==> config.mk <==
export PLATFORM = sky130hd
export DESIGN_NAME = instruction_queue_flat
export DESIGN_NICKNAME = d
export VERILOG_FILES = /design/src/rtl/instruction_queue_if.sv /design/src/rtl/instruction_queue.sv /design/src/flat_wrapper.sv
export SDC_FILE = /design/constraint.sdc
export NUM_CORES = 1
export LEC_CHECK = 0
export CAP_MARGIN = 20
export CORE_MARGIN = 1
export CORE_UTILIZATION = 36
export DETAILED_ROUTE_END_ITERATION = 6
export PLACE_DENSITY = 0.71
export SYNTH_ARGS = -nofsm -noshare
export SYNTH_HDL_FRONTEND = slang
export SYNTH_SLANG_ARGS = --single-unit
==> constraint.sdc <==
create_clock -name clk -period 1.7 [get_ports clk]
set_input_delay 0.255 -clock clk [delete_from_list [all_inputs] [get_ports clk]]
set_output_delay 0.255 -clock clk [all_outputs]
set_load 0.005 [all_outputs]
==> src/rtl/instruction_queue_if.sv <==
// rtl/instruction_queue_if.sv - issue/write-back handshake bundle for instruction_queue
interface instruction_queue_if #(
    parameter int DEPTH  = 4,
    parameter int UNIT_W = 3,
    parameter int ID_W   = 3
);
    logic                    push;
    logic [UNIT_W-1:0]       push_unit_id;
    logic [ID_W-1:0]         push_id;
    logic [4:0]              push_rd_addr;
    logic                    full;
    logic                    empty;
    logic [DEPTH-1:0]        pop;
    logic [DEPTH-1:0]        valid;
    logic [DEPTH-1:0]        shift_pop;
    logic [DEPTH*UNIT_W-1:0] unit_id_out;
    logic [DEPTH*ID_W-1:0]   id_out;
    logic [DEPTH*5-1:0]      rd_addr_out;

    modport master (
        output push, push_unit_id, push_id, push_rd_addr, pop,
        input  full, empty, valid, shift_pop, unit_id_out, id_out, rd_addr_out
    );

    modport slave (
        input  push, push_unit_id, push_id, push_rd_addr, pop,
        output full, empty, valid, shift_pop, unit_id_out, id_out, rd_addr_out
    );
endinterface

==> src/rtl/instruction_queue.sv <==
// rtl/instruction_queue.sv - in-order issue tracking queue, out-of-order pop, hole-closing shift (INSTRUCTION_QUEUE_FLUSH_EN adds flush)
module instruction_queue #(
    parameter int DEPTH  = 4,
    parameter int UNIT_W = 3,
    parameter int ID_W   = 3
) (
    input  logic clk,
    input  logic rst,
`ifdef INSTRUCTION_QUEUE_FLUSH_EN
    input  logic flush,
`endif
    instruction_queue_if.slave q
);
    logic [DEPTH-1:0]  valid_r;
    logic [UNIT_W-1:0] unit_r [DEPTH];
    logic [ID_W-1:0]   id_r   [DEPTH];
    logic [4:0]        rd_r   [DEPTH];

    logic [DEPTH-1:0]  live;
    logic [DEPTH-1:0]  shift;
    logic              full_c;
    logic              accept;
    logic              clear;

`ifdef INSTRUCTION_QUEUE_FLUSH_EN
    assign clear = rst | flush;
`else
    assign clear = rst;
`endif

    // Shift chain resolves from the oldest slot down so a hole pulls the whole run below it.
    always_comb begin
        live             = valid_r & ~q.pop;
        shift            = '0;
        shift[DEPTH-1]   = 1'b0;
        for (int i = DEPTH - 2; i >= 0; i--) begin
            shift[i] = valid_r[i] & (~live[i+1] | shift[i+1]);
        end
`ifdef INSTRUCTION_QUEUE_FLUSH_EN
        full_c = ~(~valid_r[0] | q.pop[0] | shift[0]) | flush;
`else
        full_c = ~(~valid_r[0] | q.pop[0] | shift[0]);
`endif
        accept = q.push & ~full_c;
    end

    always_ff @(posedge clk) begin
        if (clear) begin
            valid_r <= '0;
        end else begin
            if (accept)        valid_r[0] <= 1'b1;
            else if (shift[0]) valid_r[0] <= 1'b0;
            else               valid_r[0] <= live[0];
            for (int i = 1; i < DEPTH; i++) begin
                if (shift[i-1])  valid_r[i] <= live[i-1];
                else if (shift[i]) valid_r[i] <= 1'b0;
                else             valid_r[i] <= live[i];
            end
        end
    end

    // Payload needs no reset: valid_r masks stale contents.
    always_ff @(posedge clk) begin
        if (accept) begin
            unit_r[0] <= q.push_unit_id;
            id_r[0]   <= q.push_id;
            rd_r[0]   <= q.push_rd_addr;
        end
        for (int i = 1; i < DEPTH; i++) begin
            if (shift[i-1]) begin
                unit_r[i] <= unit_r[i-1];
                id_r[i]   <= id_r[i-1];
                rd_r[i]   <= rd_r[i-1];
            end
        end
    end

    always_comb begin
        q.unit_id_out = '0;
        q.id_out      = '0;
        q.rd_addr_out = '0;
        for (int i = 0; i < DEPTH; i++) begin
            q.unit_id_out[i*UNIT_W +: UNIT_W] = unit_r[i];
            q.id_out[i*ID_W +: ID_W]          = id_r[i];
            q.rd_addr_out[i*5 +: 5]           = rd_r[i];
        end
    end

    assign q.valid     = valid_r;
    assign q.shift_pop = shift;
    assign q.full      = full_c;
    assign q.empty     = ~|valid_r;
endmodule

==> src/flat_wrapper.sv <==
// flat-port wrapper written by rule: the top's interface ports become plain ports
module instruction_queue_flat 
#(
    parameter int DEPTH  = 4,
    parameter int UNIT_W = 3,
    parameter int ID_W   = 3
)
  (clk, rst, q_push, q_push_unit_id, q_push_id, q_push_rd_addr, q_pop, q_full, q_empty, q_valid, q_shift_pop, q_unit_id_out, q_id_out, q_rd_addr_out);
  instruction_queue_if #(.DEPTH(DEPTH), .UNIT_W(UNIT_W), .ID_W(ID_W)) q_i ();
  input  logic clk;
  input  logic rst;
  input wire logic [$bits(q_i.push)-1:0] q_push;
  input wire logic [$bits(q_i.push_unit_id)-1:0] q_push_unit_id;
  input wire logic [$bits(q_i.push_id)-1:0] q_push_id;
  input wire logic [$bits(q_i.push_rd_addr)-1:0] q_push_rd_addr;
  input wire logic [$bits(q_i.pop)-1:0] q_pop;
  output wire logic [$bits(q_i.full)-1:0] q_full;
  output wire logic [$bits(q_i.empty)-1:0] q_empty;
  output wire logic [$bits(q_i.valid)-1:0] q_valid;
  output wire logic [$bits(q_i.shift_pop)-1:0] q_shift_pop;
  output wire logic [$bits(q_i.unit_id_out)-1:0] q_unit_id_out;
  output wire logic [$bits(q_i.id_out)-1:0] q_id_out;
  output wire logic [$bits(q_i.rd_addr_out)-1:0] q_rd_addr_out;
  assign q_i.push = q_push;
  assign q_i.push_unit_id = q_push_unit_id;
  assign q_i.push_id = q_push_id;
  assign q_i.push_rd_addr = q_push_rd_addr;
  assign q_i.pop = q_pop;
  assign q_full = q_i.full;
  assign q_empty = q_i.empty;
  assign q_valid = q_i.valid;
  assign q_shift_pop = q_i.shift_pop;
  assign q_unit_id_out = q_i.unit_id_out;
  assign q_id_out = q_i.id_out;
  assign q_rd_addr_out = q_i.rd_addr_out;
  instruction_queue #(.DEPTH(DEPTH), .UNIT_W(UNIT_W), .ID_W(ID_W)) u_core (.clk(clk), .rst(rst), .q(q_i));
endmodule
; ---- Yosys cells after proc, flatten, opt, wreduce, memory -nomap -nowiden
; Memory sizes are Yosys's and may differ from the RTL's.
; Cells that the tools add are included.
[classes]
mux = 15
bitwise = 15
n_reduce_logical = 2
[op_table]
columns = operator, count
row1 = 1-bit 2-to-1 mux, 15
row2 = 1-bit NOT, 5
row3 = 1-bit AND, 4
row4 = 4-bit AND, 1
row5 = 4-bit NOT, 1
row6 = 1-bit OR, 4
row7 = 4-bit OR reduction, 1
row8 = 1-bit zero test, 1
[word_totals]
reg_bits = 4
mem_bits_rw = 44
inputBits = 18
out_inout_bits = 54
wordCells = 36
memories = 3
[mem_list]
columns = memory, depth, width, rd, rd_ports_with_merged_regs, wr, line
row1 = u_core.rd_r, 4, 5, 4, 0, 4, instruction_queue.sv:17  ; logic [4:0] rd_r [DEPTH];
row2 = u_core.id_r, 4, 3, 4, 0, 4, instruction_queue.sv:16  ; logic [ID_W-1:0] id_r [DEPTH];
row3 = u_core.unit_r, 4, 3, 4, 0, 4, instruction_queue.sv:15  ; logic [UNIT_W-1:0] unit_r [DEPTH];

; ---- Depth between registers and ports, before layout
; Gate-level depths: netlist of run 1.
[depth]
ltp_word = 12
mapped_depth = 3
ltp_nobuf = 3

; ---- Least setup slack after synthesis of run 1
; Ideal clock, no wire load.
[synth_timing]
path_kind = register to register
from = register u_core.valid_r[1], in the netlist u_core.q.valid[1]
to = memory u_core.id_r[0][0], enable pin
setup_time_ns = 0.396
arrival_ns = 1.456
required_time_ns = 1.304
setup_slack_ns = -0.152
path_stages_with_launch = 3
n_path_buf = 0
period_less_slack_ns = 1.852
cell_sequence = dfxtp_1 > and4bb_2 > a21boi_0
[synth_rtl]
columns = element, line
row1 = from (decl), instruction_queue.sv:14  ; logic [DEPTH-1:0] valid_r;
row2 = "from (signal, indexed assignment)", instruction_queue.sv:55  ; if (shift[i-1]) valid_r[i] <= live[i-1];
row3 = "from (signal, indexed assignment)", instruction_queue.sv:57  ; else valid_r[i] <= live[i];
row4 = to (decl), instruction_queue.sv:16

; ---- Worst setup path after layout of run 1
[layout_timing]
from = register u_core.valid_r[3], in the netlist u_core.q.valid[3]
to = output port q_shift_pop[0]
[layout_between]
elab_chain_len = 7
[layout_lines]
columns = element, line
row1 = 4-bit AND, instruction_queue.sv:33  ; live = valid_r & ~q.pop;
row2 = 1-bit NOT, instruction_queue.sv:37  ; shift[i] = valid_r[i] & (~live[i+1] | shift[i+1]);
row3 = 1-bit AND, instruction_queue.sv:37
row4 = 1-bit OR, instruction_queue.sv:37
row5 = 1-bit AND, instruction_queue.sv:37
row6 = 1-bit OR, instruction_queue.sv:37
row7 = 1-bit AND, instruction_queue.sv:37
row8 = to (decl), flat_wrapper.sv:20  ; output wire logic [$bits(q_i.shift_pop)-1:0] q_shift_pop;
; Every way passes these cells.

==> flow_metrics.tcl, run 1 <==
set metrics [dict create \
    clk_pin_slew_worst_paths_ns 0.08 \
    diodes 0 \
    critPathLaunchType "register" \
    hp-class "in -> reg" \
    ir_drop_uv 486 \
    yosys-top-cells-area "edfxtp_1 86%, dfxtp_1 5.2%, and4bb_2 1.6%, a21oi_1 1.3%, and2_1 0.81%" \
    fp.dieH_um 67.4 \
    grt-ovfl-total 0 \
    drv_slew 0 \
    ant_nets 0 \
    synth_area_per_cell_um2 22.3 \
    cp_cell_sequence "and4bb_2, buf_6, nand3_4, and2_4, buf_2" \
    clockBufferDepth 2 \
    synth_simple_gate_area_share_pct 6.18 \
    path_class "reg -> out" \
    path_buf_inv 2 \
    dr.first_iter.drc_count 53 \
    cpPeakStageDelay_ns 0.36 \
    synth-compound-area-share_pct 1.79 \
    synth_fp_nets 87 \
    grt_pass1_wl_um 4260 \
    clock.fmax_mhz 617 \
    antenna_found_initial 0 \
    r2r_cells 6 \
    skew_ns 0.00651 \
    cts-hold-fix-buffers 0 \
    synth_common_cells "44 x edfxtp_1, 4 x a21oi_1, 4 x dfxtp_1" \
    synth_fa_ha_area_share_pct 0 \
    clock_sinks 48 \
    pwr_density_cell_mw_per_mm2 861 \
    rsz0062_at_grt "no" \
    period_needed_ns 1.62 \
    synth_top_area_share_pct 85.9 \
    reg2reg_slack_ns 0.21 \
    yosysTopAreaCell "edfxtp_1" \
    yosysMostFrequentCell "edfxtp_1" \
    holdPathStages 3 \
    synth_ff_type "edfxtp_1" \
    cp_top_family "simple AND/OR/NAND/NOR gates" \
    drive_above_1_share_pct 16.2 \
    core_area_mm2 0.00406 \
    total_power_mw 2.10 \
    h-tree-depth 2 \
    rows 23 \
    hold_slack_ns 0.272 \
    finalCritPeriodShare_pct 95.4 \
    drv_cap 0 \
    num_vias 918 \
    gp_congestion 0.884 \
    synth_xor_xnor_area_share_pct 0 \
    dp_hpwl_um 2210 \
    cts_tree "done" \
    fin_ws_ns 0.0784 \
    cts-buffers-inserted 5 \
    synth_area_mm2 0.00154 \
    synth_top_family_by_area "simple AND/OR/NAND/NOR gates" \
    pin_count 72 \
    vias_per_cell 4.50 \
    r2r_start "u_core.q.valid[3]" \
    ys_warn_count 0 \
    wire_per_inst_um 14.1 \
    hold_viol 0 \
    synthCells 69 \
    worstPathArrival_ns 1.37 \
    critPathCaptureType "output pin" \
    cp_slowest_cell "dfxtp_2" \
    die-area_mm2 0.00454 \
    final_nets 171 \
    root_buffer "clkbuf_8" \
    status "completed" \
    p_leak_nw 0.868 \
    hold_start "q_pop[3]" \
    whs_endpoint "u_core.q.valid[3]" \
    drc 0 \
    dp_slack_ns -0.328 \
    async_reset_ff_share_pct 0 \
    synth-seq-cells 48 \
    start_util_pct 37.9 \
    grt_pass1_vias 872 \
    grt_max_degree 15 \
    synth_mux_area_share_pct 0 \
    cp.required_ns 1.44 \
    reg2reg_to "u_core.id_r[1][0]" \
    die_w_um 67.4 \
    ys_seq_area_share_pct 91.1 \
    synth-edff-count 44 \
    drtPass1Iterations 4 \
    drt-total-wl_um 2880 \
    clk_latency_ns 0.29 \
    final_core_util_pct 60.0 \
    place.port_buffers 70 \
    postPlaceCellArea_mm2 0.00233 \
    syn2layout_area_growth_pct 58.3 \
    critical_path_peak_fanout 4 \
    synthDistinctLibCells 15 \
    grt_usage_pct 13.8 \
    finalSetupViolCount 0 \
    final_area_mm2 0.00244 \
]
==> cell families after synthesis <==
family                 count (synthesis)
and+or+nand+nor                       13
AOI/OAI and AO/OA                      5
DFF                                   48
buffers and inverters                  2
other                                  1
==> per-stage QoR <==
stage	setup TNS [ns]	cells
3_3_place_gp	-1.31	193
3_5_place_dp	-2.89	193
6_report	0	204
5_1_grt	0	204
4_1_cts	0	203
2_1_floorplan	0	69
==> flip-flops by register name, indices dropped and copies added (netlist names) <==
signal          count
u_core.rd_r        20
u_core.id_r        12
u_core.unit_r      12
u_core.q.valid      4
==> cells in the final DEF (no fill, tap or decap), drive strengths merged <==
| master | instances |
|---|---|
| nor4 | 1 |
| a21boi | 1 |
| buf | 11 |
| and4bb | 2 |
| clkinv | 1 |
| clkdlybuf4s50 | 63 |
| nor2 | 3 |
| nand3 | 1 |
| conb | 1 |
| dfxtp | 4 |
| dlymetal6s2s | 1 |
| dlygate4sd2 | 3 |
| inv | 1 |
| or2b | 1 |
| clkbuf | 7 |
| edfxtp | 44 |
| a21oi | 4 |
| nand2b | 2 |
| and2b | 1 |
| and2 | 2 |
==> layout make-up <==
class / count / area, um^2
clock inverters: 1 / 5.00
inverters: 1 / 3.75
well taps: 50 / 62.6
flip-flops and latches: 48 / 1400
fillers: 303 / 1620
repair buffers: 78 / 748
multi-input cells: 19 / 136
clock buffers: 7 / 76.3
==> how the worst max path moves through the flow <==
stage | from | to | slack (ns) | cells after the start
after CTS | q_pop[3] | q_shift_pop[0] | 0.002 | 6
after global placement | q_pop[2] | q_shift_pop[0] | -0.25 | 5
after detailed placement | q_pop[2] | q_shift_pop[0] | -0.33 | 5
final | u_core.q.valid[3] | q_shift_pop[0] | 0.08 | 5
after floorplan | u_core.q.valid[1] | u_core.id_r[0][0] | 0.14 | 2
after global routing | u_core.q.valid[3] | q_shift_pop[0] | 0.007 | 5
==> report_power, final <==
part | total, mW | leakage (nW) | switching, mW | internal [mW]
registers | 1.34 | 0.444 | 0.0174 | 1.32
clock network | 0.623 | 0.0422 | 0.335 | 0.289
logic | 0.138 | 0.382 | 0.0453 | 0.0929
total | 2.10 | 0.868 | 0.397 | 1.70
==> worst reg2reg max path, cell delays in order (launching register included) <==
cell	delay [ns]
dfxtp_2	0.34
and4bb_2	0.24
buf_6	0.12
nand3_4	0.07
and2_4	0.14
buf_4	0.10
buf_4	0.18
==> layer usage <==
layer  routed length, um  vias up  global-route usage (%)
met5                   0        -                       0
met4                 114        0                    8.78
met3                 190       11                    5.57
met2                1450       50                    22.1
met1                1130      427                    15.1
li1                    -      430                       -
==> timing repair <==
action | in CTS | in global routing
endpoints found under the setup margin | 5 | 2
buffers inserted | 2 | 1
pin swaps | 3 | 1
resized for setup | 16 | 5
endpoints found under the hold margin | 0 | 0
Power figures use the tool's default switching activity.
==> run 2, diff against run 1 <==
CORE_UTILIZATION = 38   (was 36)
CTS_BUF_LIST = sky130_fd_sc_hd__clkbuf_8   (was unset)
PLACE_DENSITY = 0.75   (was 0.71)
==> flow_metrics.tcl, run 2 (same netlist as run 1, synthesis figures left out) <==
set metrics [dict create \
    start_util_pct 40.8 \
    holdPathStages 3 \
    cts-hold-fix-buffers 0 \
    total_power_mw 2.06 \
    layout_commonest_cell "clkdlybuf4s50_1" \
    grt_pass1_wl_um 4370 \
    wire_per_inst_um 13.4 \
    drv_slew 0 \
    root_buffer "clkbuf_8" \
    cp.depth 4 \
    tns_ns 0 \
    skew_ns 0.00707 \
    path_class "reg -> out" \
    vias_per_cell 4.44 \
    cp_slowest_cell "dfxtp_4" \
    final_nets 174 \
    regMostFlops "u_core.rd_r" \
    dr.first_iter.drc_count 41 \
    fp.dieH_um 65.6 \
    pwr_density_cell_mw_per_mm2 834 \
    rows 22 \
    cpPeakStageDelay_ns 0.38 \
    cp_cell_sequence "and4bb_2, nand3_2, and2_4, clkdlybuf4s15_1" \
    drv_cap 0 \
    worstPathArrival_ns 1.43 \
    ant_nets 0 \
    largest_register_ffs 20 \
    status "completed" \
    place.port_buffers 70 \
    grt_pass1_vias 907 \
    hp-class "in -> reg" \
    period_needed_ns 1.68 \
    grt_usage_pct 14.8 \
    top_regs "u_core.rd_r: 20 flops, u_core.id_r: 12 flops, u_core.unit_r: 12 flops" \
    final_cell_mix "63 x clkdlybuf4s50_1, 44 x edfxtp_1, 11 x buf_4, 5 x clkbuf_8" \
    path_buf_inv 1 \
    syn2layout_area_growth_pct 60.8 \
    num_vias 911 \
    gp_congestion 0.763 \
    antenna_found_initial 0 \
    grt-ovfl-total 0 \
    critPathCaptureType "output pin" \
    grt_max_degree 14 \
    hold_slack_ns 0.366 \
    drtPass1Iterations 3 \
    finalSetupViolCount 0 \
    critPathLaunchType "register" \
    drt-total-wl_um 2760 \
    cts-buffers-inserted 5 \
    r2r_cells 6 \
    drc 0 \
    die_w_um 65.6 \
    die-area_mm2 0.00431 \
    pin_count 72 \
    critical_path_peak_fanout 4 \
    dp_hpwl_um 2070 \
    finalCritPeriodShare_pct 98.9 \
    clockBufferDepth 2 \
    clock.fmax_mhz 595 \
    hold_viol 0 \
    cp.required_ns 1.44 \
    cp_top_family "simple AND/OR/NAND/NOR gates" \
    cts_tree "done" \
    core_area_mm2 0.00377 \
    h-tree-depth 2 \
    drive_above_1_share_pct 17.2 \
    clk_pin_slew_worst_paths_ns 0.08 \
    diodes 0 \
    ir_drop_uv 600 \
    p_leak_nw 0.897 \
    clk_latency_ns 0.30 \
    clock_sinks 48 \
]
run 2: area by class of cell:
| class | count | area (um^2) |
|---|---|---|
| Clock buffer | 5 | 68.8 |
| Sequential cell | 48 | 1410 |
| Timing Repair Buffer | 81 | 781 |
| Inverter | 1 | 3.75 |
| Tap cell | 48 | 60.1 |
| Multi-Input combinational cell | 19 | 141 |
| Fill cell | 264 | 1300 |
| Clock inverter | 3 | 11.3 |
run 2: metal layers:
metal | wire (um) | global-route usage, % | part of all wire, %
met1 | 1020 | 15.7 | 37
met2 | 1410 | 23.1 | 51
met3 | 245 | 7.12 | 8.9
met4 | 77 | 9.78 | 2.8
met5 | 0 | 0 | 0
run 2: what timing repair did:
action | 4_1_cts | 5_1_grt
resized for setup | 11 | 6
gates cloned | 0 | 0
endpoints found under the setup margin | 5 | 4
pin swaps | 3 | 1
setup buffers | 2 | 4
run 2: where the power goes:
| part | internal, mW | switching (mW) |
|---|---|---|
| Clock | 0.274 | 0.323 |
| Sequential | 1.32 | 0.0156 |
| Combinational | 0.0945 | 0.0424 |
| Total | 1.68 | 0.381 |
run 2: path summary, 6_finish.rpt:
check / from / to / slack (ns)
setup reg to reg: u_core.q.valid[3] / u_core.rd_r[0][1] / 0.09
hold reg to reg: u_core.unit_r[1][1] / u_core.unit_r[2][1] / 0.45
hold / removal: q_pop[2] / u_core.q.valid[3] / 0.37
setup / recovery: u_core.q.valid[3] / q_shift_pop[0] / 0.02
run 2: stage by stage:
step           instance area [um^2]  setup WS [ns]  instances  util (%)
6_report                       2470         0.0195        205      65.6
5_1_grt                        2470        -0.0326        205      65.6
4_1_cts                        2430        0.00406        201      64.4
3_5_place_dp                   2330         -0.291        191      61.8
3_3_place_gp                   2330         -0.249        191      61.8
2_1_floorplan                  1540          0.140         69         -
run 2: worst min-delay path: cells and delay by family:
family          cells  cell delay, ns
compound gates      1            0.05
buf+inv             1            0.21
simple gates        1            0.11
